**src/rtl/irq_pending_ctrl_pkg.sv**
```systemverilog
// Shared types and constants for the pending-request interrupt controller.
// Latency: n/a (declarations only).
// Backpressure: n/a.
package irq_pkg;

  localparam int NCH  = 4;
  localparam int ID_W = 2;

  typedef enum logic [0:0] {
    S_IDLE  = 1'b0,
    S_ISSUE = 1'b1
  } state_t;

  // Channel number to one-hot channel vector.
  function automatic logic [NCH-1:0] id_onehot(input logic [ID_W-1:0] id);
    logic [NCH-1:0] oh;
    oh     = '0;
    oh[id] = 1'b1;
    return oh;
  endfunction

endpackage

```
**src/rtl/irq_pending_ctrl_if.sv**
```systemverilog
// Request/mask inputs and the issued-channel valid/ack handshake.
// Latency: n/a (wiring only).
// Backpressure: irq_valid holds until the consumer drives ack.
interface irq_pending_ctrl_if;
  import irq_pkg::*;

  logic            en;
  logic [NCH-1:0]  req;
  logic [NCH-1:0]  mask;
  logic            ack;
  logic            ovf_clr;
  logic [NCH-1:0]  pending;
  logic            irq_valid;
  logic [ID_W-1:0] irq_id;
  logic [NCH-1:0]  ovf;

  // Controller side.
  modport slave (
    input  en, req, mask, ack, ovf_clr,
    output pending, irq_valid, irq_id, ovf
  );

  // Requester / consumer side.
  modport master (
    output en, req, mask, ack, ovf_clr,
    input  pending, irq_valid, irq_id, ovf
  );

endinterface

```
**src/rtl/irq_pending_ctrl_enc.sv**
```systemverilog
// Combinational 4-to-2 priority encoder, bit 3 highest priority.
// Latency: 0 cycles.
// Backpressure: none; vld is low when en=0 or no input bit is set.
module priority_enc_4to2
  import irq_pkg::*;
(
  input  logic [NCH-1:0]  in_vec,
  input  logic            en,
  output logic [ID_W-1:0] id,
  output logic            vld
);

  // Highest set bit wins; id defaults to 0 when nothing is requested.
  always_comb begin
    id  = '0;
    vld = 1'b0;
    if (en) begin
      vld = 1'b1;
      casez (in_vec)
        4'b1???: id = 2'd3;
        4'b01??: id = 2'd2;
        4'b001?: id = 2'd1;
        4'b0001: id = 2'd0;
        default: vld = 1'b0;
      endcase
    end
  end

endmodule

```
**src/rtl/irq_pending_ctrl.sv**
```systemverilog
// Captures request events into a pending vector and issues one channel at a time.
// Latency: req event to pending 1 cycle, pending to irq_valid 1 cycle (2 total).
// Backpressure: an issued channel is held until ack; at most one grant per ack.
module irq_pending_ctrl #(
  parameter bit EDGE_MODE = 1'b1,
  parameter int NCH       = 4
) (
  input  logic               clk,
  input  logic               rst,
  irq_pending_ctrl_if.slave  bus
);
  import irq_pkg::*;

  if (NCH != 4) begin : g_nch_bad
    $error("irq_pending_ctrl: NCH must be 4 to match the encoder width");
  end

  logic [NCH-1:0]  req_q, req_d;
  logic [NCH-1:0]  pending_q, pending_d;
  logic [NCH-1:0]  ovf_q, ovf_d;
  logic            irq_valid_q, irq_valid_d;
  logic [ID_W-1:0] irq_id_q, irq_id_d;
  state_t          state_q, state_d;

  logic [NCH-1:0]  ev;
  logic [NCH-1:0]  clr;
  logic [NCH-1:0]  masked;
  logic [ID_W-1:0] enc_id;
  logic            enc_vld;

  // Event detect, pending capture (set beats clear) and sticky overflow.
  always_comb begin
    req_d     = bus.req;
    ev        = EDGE_MODE ? (bus.req & ~req_q) : bus.req;
    clr       = (bus.ack && irq_valid_q) ? id_onehot(irq_id_q) : '0;
    pending_d = (pending_q & ~clr) | ev;
    ovf_d     = '0;
    if (EDGE_MODE) begin
      ovf_d = (bus.ovf_clr ? '0 : ovf_q) | (ev & pending_q & ~clr);
    end
  end

  assign masked = pending_q & bus.mask;

  priority_enc_4to2 u_enc (
    .in_vec (masked),
    .en     (bus.en),
    .id     (enc_id),
    .vld    (enc_vld)
  );

  // Grant FSM: latch the encoder result in IDLE, freeze it until ack in ISSUE.
  always_comb begin
    state_d     = state_q;
    irq_valid_d = irq_valid_q;
    irq_id_d    = irq_id_q;
    case (state_q)
      S_IDLE: begin
        if (enc_vld) begin
          state_d     = S_ISSUE;
          irq_valid_d = 1'b1;
          irq_id_d    = enc_id;
        end
      end
      S_ISSUE: begin
        if (bus.ack) begin
          state_d     = S_IDLE;
          irq_valid_d = 1'b0;
        end
      end
      default: begin
        state_d     = S_IDLE;
        irq_valid_d = 1'b0;
      end
    endcase
  end

  // State register; req_q resets high so lines held at reset release are not edges.
  always_ff @(posedge clk) begin
    if (rst) begin
      req_q       <= '1;
      pending_q   <= '0;
      ovf_q       <= '0;
      irq_valid_q <= 1'b0;
      irq_id_q    <= '0;
      state_q     <= S_IDLE;
    end else begin
      req_q       <= req_d;
      pending_q   <= pending_d;
      ovf_q       <= ovf_d;
      irq_valid_q <= irq_valid_d;
      irq_id_q    <= irq_id_d;
      state_q     <= state_d;
    end
  end

  assign bus.pending   = pending_q;
  assign bus.irq_valid = irq_valid_q;
  assign bus.irq_id    = irq_id_q;
  assign bus.ovf       = ovf_q;

endmodule

```
**src/flat_wrapper.sv**
```systemverilog
// flat-port wrapper written by rule: the top's interface ports become plain ports
module irq_pending_ctrl_flat import irq_pkg::*;
#(
  parameter bit EDGE_MODE = 1'b1,
  parameter int NCH       = 4
)
  (clk, rst, bus_en, bus_req, bus_mask, bus_ack, bus_ovf_clr, bus_pending, bus_irq_valid, bus_irq_id, bus_ovf);
  irq_pending_ctrl_if bus_i ();
  input  logic clk;
  input  logic rst;
  input wire logic [$bits(bus_i.en)-1:0] bus_en;
  input wire logic [$bits(bus_i.req)-1:0] bus_req;
  input wire logic [$bits(bus_i.mask)-1:0] bus_mask;
  input wire logic [$bits(bus_i.ack)-1:0] bus_ack;
  input wire logic [$bits(bus_i.ovf_clr)-1:0] bus_ovf_clr;
  output wire logic [$bits(bus_i.pending)-1:0] bus_pending;
  output wire logic [$bits(bus_i.irq_valid)-1:0] bus_irq_valid;
  output wire logic [$bits(bus_i.irq_id)-1:0] bus_irq_id;
  output wire logic [$bits(bus_i.ovf)-1:0] bus_ovf;
  assign bus_i.en = bus_en;
  assign bus_i.req = bus_req;
  assign bus_i.mask = bus_mask;
  assign bus_i.ack = bus_ack;
  assign bus_i.ovf_clr = bus_ovf_clr;
  assign bus_pending = bus_i.pending;
  assign bus_irq_valid = bus_i.irq_valid;
  assign bus_irq_id = bus_i.irq_id;
  assign bus_ovf = bus_i.ovf;
  irq_pending_ctrl #(.EDGE_MODE(EDGE_MODE), .NCH(NCH)) u_core (.clk(clk), .rst(rst), .bus(bus_i));
endmodule
```
**config.mk**
```make
export PLATFORM = sky130hd
export DESIGN_NAME = irq_pending_ctrl_flat
export DESIGN_NICKNAME = d
export VERILOG_FILES = /design/src/rtl/irq_pending_ctrl_pkg.sv /design/src/rtl/irq_pending_ctrl_if.sv /design/src/rtl/irq_pending_ctrl_enc.sv /design/src/rtl/irq_pending_ctrl.sv /design/src/flat_wrapper.sv
export SDC_FILE = /design/constraint.sdc
export NUM_CORES = 1
export LEC_CHECK = 0
export CORE_MARGIN = 3
export CORE_UTILIZATION = 35
export CTS_CLUSTER_DIAMETER = 30
export DETAILED_ROUTE_END_ITERATION = 12
export PLACE_DENSITY = 0.64
export SLEW_MARGIN = 20
export SYNTH_ARGS = -nofsm -noshare
export SYNTH_HDL_FRONTEND = slang
export SYNTH_SLANG_ARGS = --single-unit
export TNS_END_PERCENT = 5
```
**constraint.sdc**
```tcl
create_clock -name clk -period 1.8 [get_ports clk]
set_input_delay 0.45 -clock clk [delete_from_list [all_inputs] [get_ports clk]]
set_output_delay 0.45 -clock clk [all_outputs]
set_load 0.01 [all_outputs]
```
-- Yosys cells after proc, flatten, opt, wreduce, memory -nomap -nowiden
Index checks and enable logic that the tools add are counted.
- bits in read-only memories: 0
- latch bits: 0
- output and inout port bits: 11
- bits in writable memories: 0
- input port bits: 13
- flip-flop bits (word level): 16
- memories: 0
- $mul: 0
- muxes and demuxes: 14
- shifts and indexed selects: 0
- div/mod/pow operators: 0
- $add $sub $neg: 0
- equal/unequal tests: 5
- magnitude comparators: 2
- bitwise logic cells: 10
- reductions and logical operators: 5
- operators with widths (kind ; count):
    AND 4 bit ; 5
    two-way mux 4 bit ; 2
    NOT 4 bit ; 2
    OR 4 bit ; 2
    two-way mux 1 bit ; 7
    one-hot mux 2 bit (3 select lines) ; 1
    == test 4 x 1 -> 1 bit, second input constant ; 1
    one-hot mux 1 bit (2 select lines) ; 2
    AND reduction 2 bit ; 2
    OR reduction 4 bit ; 1
    == test 3 x 1 -> 1 bit, second input constant ; 1
    less-than comparator 2 x 3 -> 1 bit, second input constant ; 1
    demux 1 bit (select 2 bit) ; 1
    == test 2 x 1 -> 1 bit, second input constant ; 1
    >= comparator 2 x 1 -> 1 bit, second input constant ; 1
    logical AND 1 bit ; 2
    two-way mux 2 bit ; 1
    != test 2 x 1 -> 1 bit, second input constant ; 1
    != test 2 bit, second input constant ; 1
    NOT 1 bit ; 1

-- Logic depth before layout (Yosys ltp)
Gate-level depths: netlist of the first run.
- depth in word-level cells: 8
- gate-level depth with buffers: 3

-- Cells and area by module
Synthesis of the first run repeated with hierarchy kept, for this count alone.
- cell total of the unflattened synthesis: 65
- area, all modules: 616.8 um2
- by module, submodules not included (module ; cells an instance ; instances ; area an instance (um2) ; sequential area each (um2)):
    irq_pending_ctrl ; 61 ; 1 ; 584.3 ; 320.3
    priority_enc_4to2 ; 4 ; 1 ; 32.5 ; 0.0

-- Worst setup path after synthesis of the first run
OpenSTA, ideal clock, no wires.
- path type: in2reg
- from: in rst
- to: reg u_core.ovf_q[0], in the netlist u_core.bus.ovf[0]
- path slack: 0.735 ns
- setup time: 0.087 ns
- arrival time: 0.978 ns
- cell stages on the path: 3
- cell sequence: buf_2 > or3b_1 > o31ai_1
- RTL lines (item ; RTL line ; text):
    start, declared ; flat_wrapper.sv:10 ; input logic rst;
    end signal, assigned ; irq_pending_ctrl.sv:90 ; ovf_q <= ovf_d;
    end, declared ; irq_pending_ctrl.sv:20 ; logic [NCH-1:0] ovf_q, ovf_d;

-- Final worst setup path of the first run
- from: reg u_core.irq_id_q[1], in the netlist u_core.bus.irq_id[1]
- to: out bus_irq_id[1]
- RTL lines (item ; RTL line ; text):
    start, declared ; irq_pending_ctrl.sv:22 ; logic [ID_W-1:0] irq_id_q, irq_id_d;
    start signal, assigned ; irq_pending_ctrl.sv:92 ; irq_id_q <= irq_id_d;
    end, declared ; flat_wrapper.sv:18 ; output wire logic [$bits(bus_i.irq_id)-1:0] bus_irq_id;
No word-level cell between the ends.

==> metrics.md, run 1 <==
| Metric | Value |
|---|---|
| Ys Warns | `0` |
| CTS tree | `done` |
| Setup violations, final | `0` |
| Placed cells | `108` |
| Bufs on Longest Clock Path | `2` |
| Most common cell in the netlist | `dfxtp_1` |
| Setup CP Type | `flip-flop to output pin` |
| Peak supply drop | `0.000488 V` |
| Arr. time, crit path | `1.26 ns` |
| Clock Sink Count | `16` |
| Detailed-route wire length per cell | `11.8 um` |
| Via count | `531` |
| Max FO, Critical Path | `5` |
| First-pass GRT wire length | `2.17 mm` |
| Latest clock arrival within the worst-skew pair | `0.28 ns` |
| Area leader, netlist | `dfxtp_1` |
| Hpwl dp | `1.04 mm` |
| Synth Area in Compound Gates | `0.258` |
| Final min period | `1.71 ns` |
| Row cnt | `14` |
| Post-synth top area share | `0.516` |
| CP max-delay cell | `clkdlybuf4s50_1` |
| Post-synth EDFFs | `0` |
| Cell Count, Final, Fillers Out | `111` |
| Total Routing Usage GR | `0.136` |
| Resized cells post-CTS | `0` |
| # Max-Cap Violations | `0` |
| Max-slew violation count | `0` |
| Hold violation total from the final report | `0` |
| Yosys reg bits | `16` |
| Share of layout cells above drive strength 1 | `0.161` |
| DRT antenna net count | `0` |
| Post-synthesis adder-cell area fraction | `0` |
| Gate Count Post-Synth | `61` |
| M1 GR Usage | `0.209` |
| Syn Nets | `74` |
| Initial antenna violation count | `0` |
| Maximum clock frequency | `583 MHz` |
| Initial Utilization | `0.389` |
| Die X | `48.1 um` |
| # DRC | `0` |
| Max-slew headroom | `0.787` |
| Least-Margin Pin Slew | `0.316 ns` |
| Grt peak-use layer | `met1` |
| Die ar. | `2310 um^2` |
| Die height | `48.1 um` |
| Worst Hold Class | `flip-flop to flip-flop` |
| CTS Buf Count | `3` |
| Root Buffer Master | `clkbuf_4` |
| Leak | `0.000314 uW` |
| DR pass1 iterations | `4` |
| CP peak stage delay | `0.57 ns` |
| H-tree Lvls | `1` |
| Critical path cell sequence | `clkdlybuf4s50_1` |
| Delay-heaviest family, CP | `buffers and inverters` |
| Total Nets Final | `102` |
| Simple-Gate Fraction of Synth Area | `0.200` |
| Largest net degree at the start of global routing | `10` |
| Register area share after synthesis | `0.516` |
| Cell Area, Synth | `621 um^2` |
| Multiplexer area fraction after synthesis | `0` |
| Routed WL | `1.31 mm` |
| Clk pin slew, worst setup/hold paths | `0.09 ns` |
| RSZ-0062 raised after global routing | `false` |
| M3 GR Usage | `0.0221` |
| Routed vias/inst | `4.78` |
| Syn_area_per_cell | `10.2 um^2` |
| Met2 usage | `0.172` |
| Vias in the first global route | `484` |
| Hold Buf Count CTS | `0` |
| Setup_tns | `0 ns` |
| Number of I/O port buffers | `23` |
| Post-synth ARST share | `0` |
| Layout fillers | `153` |
| Tcrit/Tclk final | `0.953` |
| Area grow syn2layout | `46.0%` |
| Ranking of synthesized cells by area | `dfxtp_1 (52%), o31ai_1 (7.3%), a21oi_1 (5.6%)` |
| Main combinational cell family by area after synthesis | `compound AO/OA/AOI/OAI gates` |
| Data required, critical path | `1.35 ns` |
| Status | `finished, final reports clean` |
| Post-CTS Setup Repair Bufs | `0` |
| Post-synth top flop | `dfxtp_1` |
| Commonest cells post-synth | `dfxtp_1 (16), a21oi_1 (7), o31ai_1 (6)` |
| Antenna cells | `0` |
| XOR/XNOR Fraction of Synth Area | `0` |
| Worst Clk Skew | `0.00583 ns` |
| Placer congestion estimate | `0.743` |
| CP Buf/Inv Count | `1` |
| Core area | `1590 um^2` |
| DR iter-0 viols | `6` |
| PwrDens | `729 nW/um^2` |
| Critical Path Source Type | `flip-flop` |
| Grt ovf | `0` |
| CP Capture Type | `output pin` |
| Cell variety after synth | `20` |
| IO Count | `24` |
metal layers:
layer	routed length (um)	up-vias
met3	69	2
met5	0	-
met1	638	241
met4	14	0
met2	582	14
li1	-	274
cell type report:
| type | instances | area [um^2] | share of cell area |
|---|---|---|---|
| Clock buffer | 3 | 22.5 | 0.0249 |
| Inverter | 1 | 3.75 | 0.00414 |
| Multi-Input combinational cell | 42 | 284 | 0.314 |
| Sequential cell | 16 | 320 | 0.354 |
| Tap cell | 24 | 30.0 | 0.0331 |
| Timing Repair Buffer | 25 | 245 | 0.271 |
path summary, 6_finish.rpt:
path                                            start                   end  slack, ns  depth (start not counted)
worst max-delay path             u_core.bus.irq_id[1]         bus_irq_id[1]       0.09                          1
worst min-delay path             u_core.bus.irq_valid  u_core.bus.irq_valid       0.50                          2
worst max register to register  u_core.bus.pending[3]  u_core.bus.irq_id[0]       0.75                          3
worst min register to register   u_core.bus.irq_valid  u_core.bus.irq_valid       0.50                          2
per-stage QoR:
stage,cell area (um^2),util,power [uW],worst slack [ns],hold slack (ns)
5_1_grt,906,0.568,701,0.0257,0.544
3_3_place_gp,883,0.554,490,0.184,0.493
6_report,906,0.568,661,0.0853,0.501
2_1_floorplan,621,-,431,0.735,0.473
4_1_cts,906,0.568,675,0.0749,0.508
3_5_place_dp,883,0.554,490,0.157,0.494
where the power goes:
part	internal (uW)	switching (uW)	total (uW)
combinational	60.9	39.0	99.9
sequential	370	11.9	382
clock	77.4	102	179
total	508	152	661
state kept, by name, indices dropped and copies added (netlist names):
| register | flops |
|---|---|
| u_core.req_q | 4 |
| u_core.bus.irq_valid | 1 |
| u_core.bus.pending | 4 |
| u_core.bus.irq_id | 2 |
| u_core.state_q | 1 |
| u_core.bus.ovf | 4 |
cell usage in the layout (no fill, tap or decap), drive strengths merged:
cell and instances:
clkdlybuf4s50 23, dfxtp 16, a21oi 7, o31ai 6, nand2b 5, nand2 5, or2 4, or3b 4
clkbuf 3, o21ai 3, a22o 2, buf 2, nand3 1, inv 1, nor2b 1, a21bo 1
a21boi 1, a32o 1, a221oi 1
kinds of logic after synthesis:
group                  count (synthesis)
flip-flops                            16
buffers and inverters                  3
AO/OA/AOI/OAI                         22
AND/OR/NAND/NOR                       20
Power figures use the tool's default switching activity.
==> inputs of run 2 (changes only) <==
- ABC_AREA: default -> 1
- PLACE_DENSITY: 0.64 -> 0.63
==> metrics.md, run 2 <==
| Metric | Value |
|---|---|
| Post-synth top area share | `0.486 (-0.0304)` |
| H-tree Lvls | `1 (unchanged)` |
| Cell variety after synth | `15 (-25%)` |
| Setup violations, final | `0 (unchanged)` |
| Gate Count Post-Synth | `93 (+52%)` |
| FF-to-FF Start | `u_core.bus.pending[3]` |
| Post-CTS Setup Repair Bufs | `0 (unchanged)` |
| Clock Sink Count | `16 (unchanged)` |
| PwrDens | `747 nW/um^2 (+2.4%)` |
| Hold Buf Count CTS | `0 (unchanged)` |
| Largest net degree at the start of global routing | `11 (+1)` |
| Routed vias/inst | `4.21 (-12%)` |
| Max-slew violation count | `0 (unchanged)` |
| Critical Path Source Type | `flip-flop` |
| Resized cells post-CTS | `0 (unchanged)` |
| HP Start | `u_core.bus.ovf[2]` |
| Clk pin slew, worst setup/hold paths | `0.10 ns (about the same)` |
| Leak | `0.000419 uW (+33%)` |
| Post-synth ARST share | `0 (unchanged)` |
| Area leader, netlist | `dfxtp_1` |
| Commonest non-fill, non-tap cell in the layout | `nand2_1` |
| Finished Cell Area | `960 um^2 (+5.9%)` |
| Maximum clock frequency | `577 MHz (-1.1%)` |
| Post-synth EDFFs | `0 (unchanged)` |
| DRT antenna net count | `0 (unchanged)` |
| Layout fillers | `186 (+22%)` |
| Vias in the first global route | `516 (+6.6%)` |
| Hold violation total from the final report | `0 (unchanged)` |
| Yosys reg bits | `16 (unchanged)` |
| CP Buf/Inv Count | `1 (unchanged)` |
| Placer congestion estimate | `0.785 (+5.7%)` |
| First-pass GRT wire length | `2.10 mm (-2.9%)` |
| CP Launch Point | `u_core.bus.irq_id[1]` |
| Bufs on Longest Clock Path | `2 (unchanged)` |
| Worst Hold Class | `flip-flop to flip-flop` |
| CP max-delay cell | `clkdlybuf4s50_1` |
| Status | `finished, final reports clean` |
| Data required, critical path | `1.35 ns (about the same)` |
| Latest clock arrival within the worst-skew pair | `0.28 ns (about the same)` |
| Max FO, Critical Path | `5 (unchanged)` |
| Root Buffer Master | `clkbuf_4` |
| RSZ-0062 raised after global routing | `false` |
| Register area share after synthesis | `0.486 (-0.0304)` |
| CP peak stage delay | `0.57 ns (about the same)` |
| Pre-CTS setup slack | `0.328 ns (+0.171 ns)` |
| Ranking of synthesized cells by area | `dfxtp_1 (49%), nand2_1 (15%), a21oi_1 (7.6%)` |
| Hpwl dp | `1.06 mm (+2.2%)` |
| DR iter-0 viols | `5 (-1)` |
| Total Nets Final | `134 (+31%)` |
| Worst Clk Skew | `0.00625 ns (+0.000422 ns)` |
| Setup CP Type | `flip-flop to output pin` |
| Delay-heaviest family, CP | `buffers and inverters` |
| Critical path cell sequence | `clkdlybuf4s50_1` |
| CTS Buf Count | `3 (unchanged)` |
| Area grow syn2layout | `45.5%` |
| Tcrit/Tclk final | `0.963 (+0.0102)` |
| Max-slew headroom | `0.877 (+0.0896)` |
| Peak supply drop | `0.000389 V (-20%)` |
| Core area | `1750 um^2 (+9.5%)` |
| Arr. time, crit path | `1.28 ns (+0.02 ns)` |
| DR pass1 iterations | `2 (-2)` |
| Grt ovf | `0 (unchanged)` |
| Initial Utilization | `0.378 (-0.0115)` |
| Row cnt | `15 (+1)` |
| Die X | `49.4 um (+2.7%)` |
| Die height | `49.4 um (+2.7%)` |
| Cell Area, Synth | `659 um^2 (+6.2%)` |
| DP Area | `923 um^2 (+4.5%)` |
| # Max-Cap Violations | `0 (unchanged)` |
| Number of I/O port buffers | `23 (unchanged)` |
| Ys Warns | `0 (unchanged)` |
| Via count | `610 (+15%)` |
| Share of layout cells above drive strength 1 | `0.100 (-0.0609)` |
| Die ar. | `2440 um^2 (+5.5%)` |
| Antenna cells | `0 (unchanged)` |
| IO Count | `24 (unchanged)` |
| Total Routing Usage GR | `0.111 (-0.0244)` |
| Syn_area_per_cell | `7.09 um^2 (-30%)` |
| CP Capture Type | `output pin` |
| Setup_tns | `0 ns (unchanged)` |
| Final min period | `1.73 ns (+0.0183 ns)` |
| Final WS setup | `0.0670 ns (-0.0183 ns)` |
| Post-synth top flop | `dfxtp_1` |
| # DRC | `0 (unchanged)` |
| Routed WL | `1.31 mm (unchanged)` |
| Detailed-route wire length per cell | `9.00 um (-23%)` |
| CTS tree | `done` |
| Commonest cells post-synth | `nand2_1 (27), dfxtp_1 (16), inv_1 (13)` |
| Least-Margin Pin Slew | `0.184 ns (-0.132 ns)` |
| Syn Nets | `106 (+43%)` |
| Initial antenna violation count | `0 (unchanged)` |
| Most common cell in the netlist | `nand2_1` |
| Commonest non-fill, non-tap cells in the layout | `nand2_1 (27), clkdlybuf4s50_1 (23), dfxtp_1 (16)` |
## run 2: changes by cell type after synthesis, moves of 4 or more
cell / change
nand2_1: +22
inv_1: +12
nor2_1: +6
o31ai_1: -6
nand2b_1: -5
nand3_1: +4
or2_1: +4
or2_2: -4
## run 2: stage by stage
stage / hold WS, ns / util / power (uW) / std cells
6_report: 0.465 / 0.550 / 717 / 145
5_1_grt: 0.490 / 0.550 / 754 / 145
4_1_cts: 0.469 / 0.550 / 729 / 145
3_5_place_dp: 0.455 / 0.529 / 489 / 141
3_3_place_gp: 0.453 / 0.529 / 487 / 141
2_1_floorplan: 0.481 / - / 432 / 93
## run 2: worst paths after layout
check,end,slack (ns),cells past startpoint
max,bus_irq_id[1],0.07,1
min,u_core.bus.ovf[2],0.46,2
max reg2reg,u_core.state_q,0.86,6
min reg2reg,u_core.bus.ovf[2],0.46,2
## run 2: cells by family after synthesis
group | after synthesis | share of synthesized area
AO/OA/AOI/OAI | 13 | 0.102
buffers and inverters | 18 | 0.104
flip-flops | 16 | 0.486
AND/OR/NAND/NOR | 46 | 0.307
## run 2: area by class of cell
| type | count | area (um^2) | share of cell area |
|---|---|---|---|
| clock buffers | 4 | 36.3 | 0.0378 |
| inverters | 17 | 63.8 | 0.0665 |
| multi-input cells | 59 | 270 | 0.282 |
| flip-flops and latches | 16 | 320 | 0.334 |
| well taps | 25 | 31.3 | 0.0326 |
| repair buffers | 24 | 238 | 0.248 |
## run 2: where the power goes
part	switching, uW	leakage, uW	total, uW	internal [uW]
sequential	11.5	0.000131	381	370
combinational	41.1	0.000267	97.7	56.6
clock	115	0.0000210	238	123
## run 2: routing by layer
layer	part of all wire	wire (um)	global-route usage	up-vias
met2	0.46	606	0.172	13
met5	0	0	0	-
met4	0.0092	12	0.0691	0
li1	-	-	-	339
met1	0.48	623	0.137	256
met3	0.048	63	0.0275	2
==> inputs of run 3 (changes only) <==
- PLACE_DENSITY: 0.63 -> 0.62
- SYNTH_HIERARCHICAL: default -> 1
==> metrics.md, run 3 <==
| Metric | Value |
|---|---|
| Grt peak-use layer | `met1` |
| First-pass GRT wire length | `2.54 mm (+21%)` |
| CP peak stage delay | `0.56 ns (about the same)` |
| Row cnt | `15 (unchanged)` |
| Area leader, netlist | `dfxtp_1` |
| Grt ovf | `0 (unchanged)` |
| Detailed-route wire length per cell | `9.31 um (+3.5%)` |
| Placer congestion estimate | `0.757 (-3.6%)` |
| Commonest non-fill, non-tap cell in the layout | `nand2_1` |
| CTS Buf Count | `3 (unchanged)` |
| Resized cells post-CTS | `0 (unchanged)` |
| Via count | `640 (+4.9%)` |
| Critical Path Source Type | `flip-flop` |
| Post-synth EDFFs | `0 (unchanged)` |
| Initial Utilization | `0.390 (+0.0119)` |
| # DRC | `0 (unchanged)` |
| Cell variety after synth | `14 (-1)` |
| Finished Cell Area | `1000 um^2 (+4.6%)` |
| IO Count | `24 (unchanged)` |
| DP Area | `967 um^2 (+4.7%)` |
| Vias in the first global route | `554 (+7.4%)` |
| Clk pin slew, worst setup/hold paths | `0.10 ns (about the same)` |
| Max-slew violation count | `0 (unchanged)` |
| Final min period | `1.73 ns (+0.000808 ns)` |
| Data required, critical path | `1.35 ns (about the same)` |
| Commonest non-fill, non-tap cells in the layout | `nand2_1 (30), clkdlybuf4s50_1 (23), inv_1 (23)` |
| Root Buffer Master | `clkbuf_4` |
| CTS tree | `done` |
| Syn_area_per_cell | `7.02 um^2 (-0.93%)` |
| Layout fillers | `194 (+4.3%)` |
| Total Nets Final | `142 (+6.0%)` |
| Setup violations, final | `0 (unchanged)` |
| CP max-delay cell | `clkdlybuf4s50_1` |
| Maximum clock frequency | `577 MHz (about the same)` |
| Post-synth ARST share | `0 (unchanged)` |
| Bufs on Longest Clock Path | `2 (unchanged)` |
| Setup_tns | `0 ns (unchanged)` |
| Max-slew headroom | `0.767 (-0.110)` |
| Share of layout cells above drive strength 1 | `0.133 (+0.0328)` |
| Met2 usage | `0.178 (+0.00624)` |
| Hpwl dp | `1.13 mm (+5.9%)` |
| Worst Clk Skew | `0.0122 ns (+0.00593 ns)` |
| Die ar. | `2600 um^2 (+6.6%)` |
| Latest clock arrival within the worst-skew pair | `0.29 ns (about the same)` |
| # Max-Cap Violations | `0 (unchanged)` |
| Yosys reg bits | `16 (unchanged)` |
| Arr. time, crit path | `1.28 ns (about the same)` |
| CP Buf/Inv Count | `1 (unchanged)` |
| Post-synth top area share | `0.451 (-0.0343)` |
| Delay-heaviest family, CP | `buffers and inverters` |
| Final WS setup | `0.0662 ns (-0.000808 ns)` |
| Total Routing Usage GR | `0.133 (+0.0219)` |
| Routed vias/inst | `4.18 (-0.57%)` |
| Final worst hold slack | `0.466 ns (+0.00116 ns)` |
| Ys Warns | `6 (+6)` |
| Setup CP Type | `flip-flop to output pin` |
| Hold Buf Count CTS | `0 (unchanged)` |
| Largest net degree at the start of global routing | `10 (-1)` |
| Die X | `51.0 um (+3.3%)` |
| Leak | `0.000442 uW (+5.5%)` |
| H-tree Lvls | `1 (unchanged)` |
| Die height | `51.0 um (+3.3%)` |
| Post-CTS Setup Repair Bufs | `0 (unchanged)` |
| Tcrit/Tclk final | `0.963 (about the same)` |
| M1 GR Usage | `0.186 (+0.0492)` |
| RSZ-0062 raised after global routing | `false` |
| Least-Margin Pin Slew | `0.349 ns (+0.164 ns)` |
| Gate Count Post-Synth | `101 (+8.6%)` |
| Core area | `1820 um^2 (+4.3%)` |
| Ranking of synthesized cells by area | `dfxtp_1 (45%), nand2_1 (16%), inv_1 (12%)` |
| DRT antenna net count | `0 (unchanged)` |
| Register area share after synthesis | `0.451 (-0.0343)` |
| Routed WL | `1.43 mm (+9.2%)` |
| DR iter-0 viols | `9 (+4)` |
| Area grow syn2layout | `41.4%` |
| Most common cell in the netlist | `nand2_1` |
| Peak supply drop | `0.000349 V (-10%)` |
| CP Capture Type | `output pin` |
| M3 GR Usage | `0.0350 (+0.00746)` |
| Number of I/O port buffers | `23 (unchanged)` |
| Post-synth top flop | `dfxtp_1` |
| DR pass1 iterations | `4 (+2)` |
| Overall power | `733 uW (+2.3%)` |
| Status | `finished, final reports clean` |
| Initial antenna violation count | `0 (unchanged)` |
| Syn Nets | `114 (+7.5%)` |
| Antenna cells | `0 (unchanged)` |
| Critical path cell sequence | `clkdlybuf4s50_1` |
| Max FO, Critical Path | `5 (unchanged)` |
| PwrDens | `731 nW/um^2 (-2.1%)` |
| Worst Hold Class | `flip-flop to flip-flop` |
| Commonest cells post-synth | `nand2_1 (30), inv_1 (23), dfxtp_1 (16)` |
| Hold violation total from the final report | `0 (unchanged)` |
| Pre-CTS setup slack | `0.208 ns (-0.121 ns)` |
| Cell Area, Synth | `709 um^2 (+7.6%)` |
| Clock Sink Count | `16 (unchanged)` |
run 3: layout make-up:
class	count	area [um^2]	area share
Tap cell	25	31.3	0.0312
Timing Repair Buffer	24	238	0.237
Sequential cell	16	320	0.319
Multi-Input combinational cell	60	288	0.287
Inverter	24	90.1	0.0898
Clock buffer	4	36.3	0.0362
run 3: cell families (layout without fill, tap and decap cells):
kind of cell           count (synthesis)  after routing  share of synthesized area
flip-flops                            16             16                      0.452
AO/OA/AOI/OAI                         16             16                      0.155
buffers and inverters                 25             52                      0.143
AND/OR/NAND/NOR                       44             44                      0.250
run 3: final timing paths:
check,depth (start not counted),from,slack (ns),endpoint
max,1,u_core/bus.irq_id[0],0.07,bus_irq_id[0]
min,2,u_core/bus.ovf[2],0.47,u_core/bus.ovf[2]
max reg2reg,7,u_core/bus.pending[0],0.73,u_core/bus.irq_id[0]
min reg2reg,2,u_core/bus.ovf[2],0.47,u_core/bus.ovf[2]
run 3: per-layer routing:
metal | share of wire | up-vias
met3 | 0.072 | 5
met2 | 0.40 | 19
li1 | - | 353
met4 | 0.027 | 0
met5 | 0 | -
met1 | 0.50 | 263
run 3: power breakdown:
group / internal [uW] / switching (uW) / leakage [uW]
registers: 371 / 12.0 / 0.000131
logic: 59.8 / 47.4 / 0.000289
clock network: 123 / 120 / 0.0000210
total: 554 / 180 / 0.000442
run 3: per-stage QoR:
step,util,instances
after floorplan,-,101
after global placement,0.531,149
after detailed placement,0.531,149
after CTS,0.551,153
after global routing,0.551,153
final,0.551,153
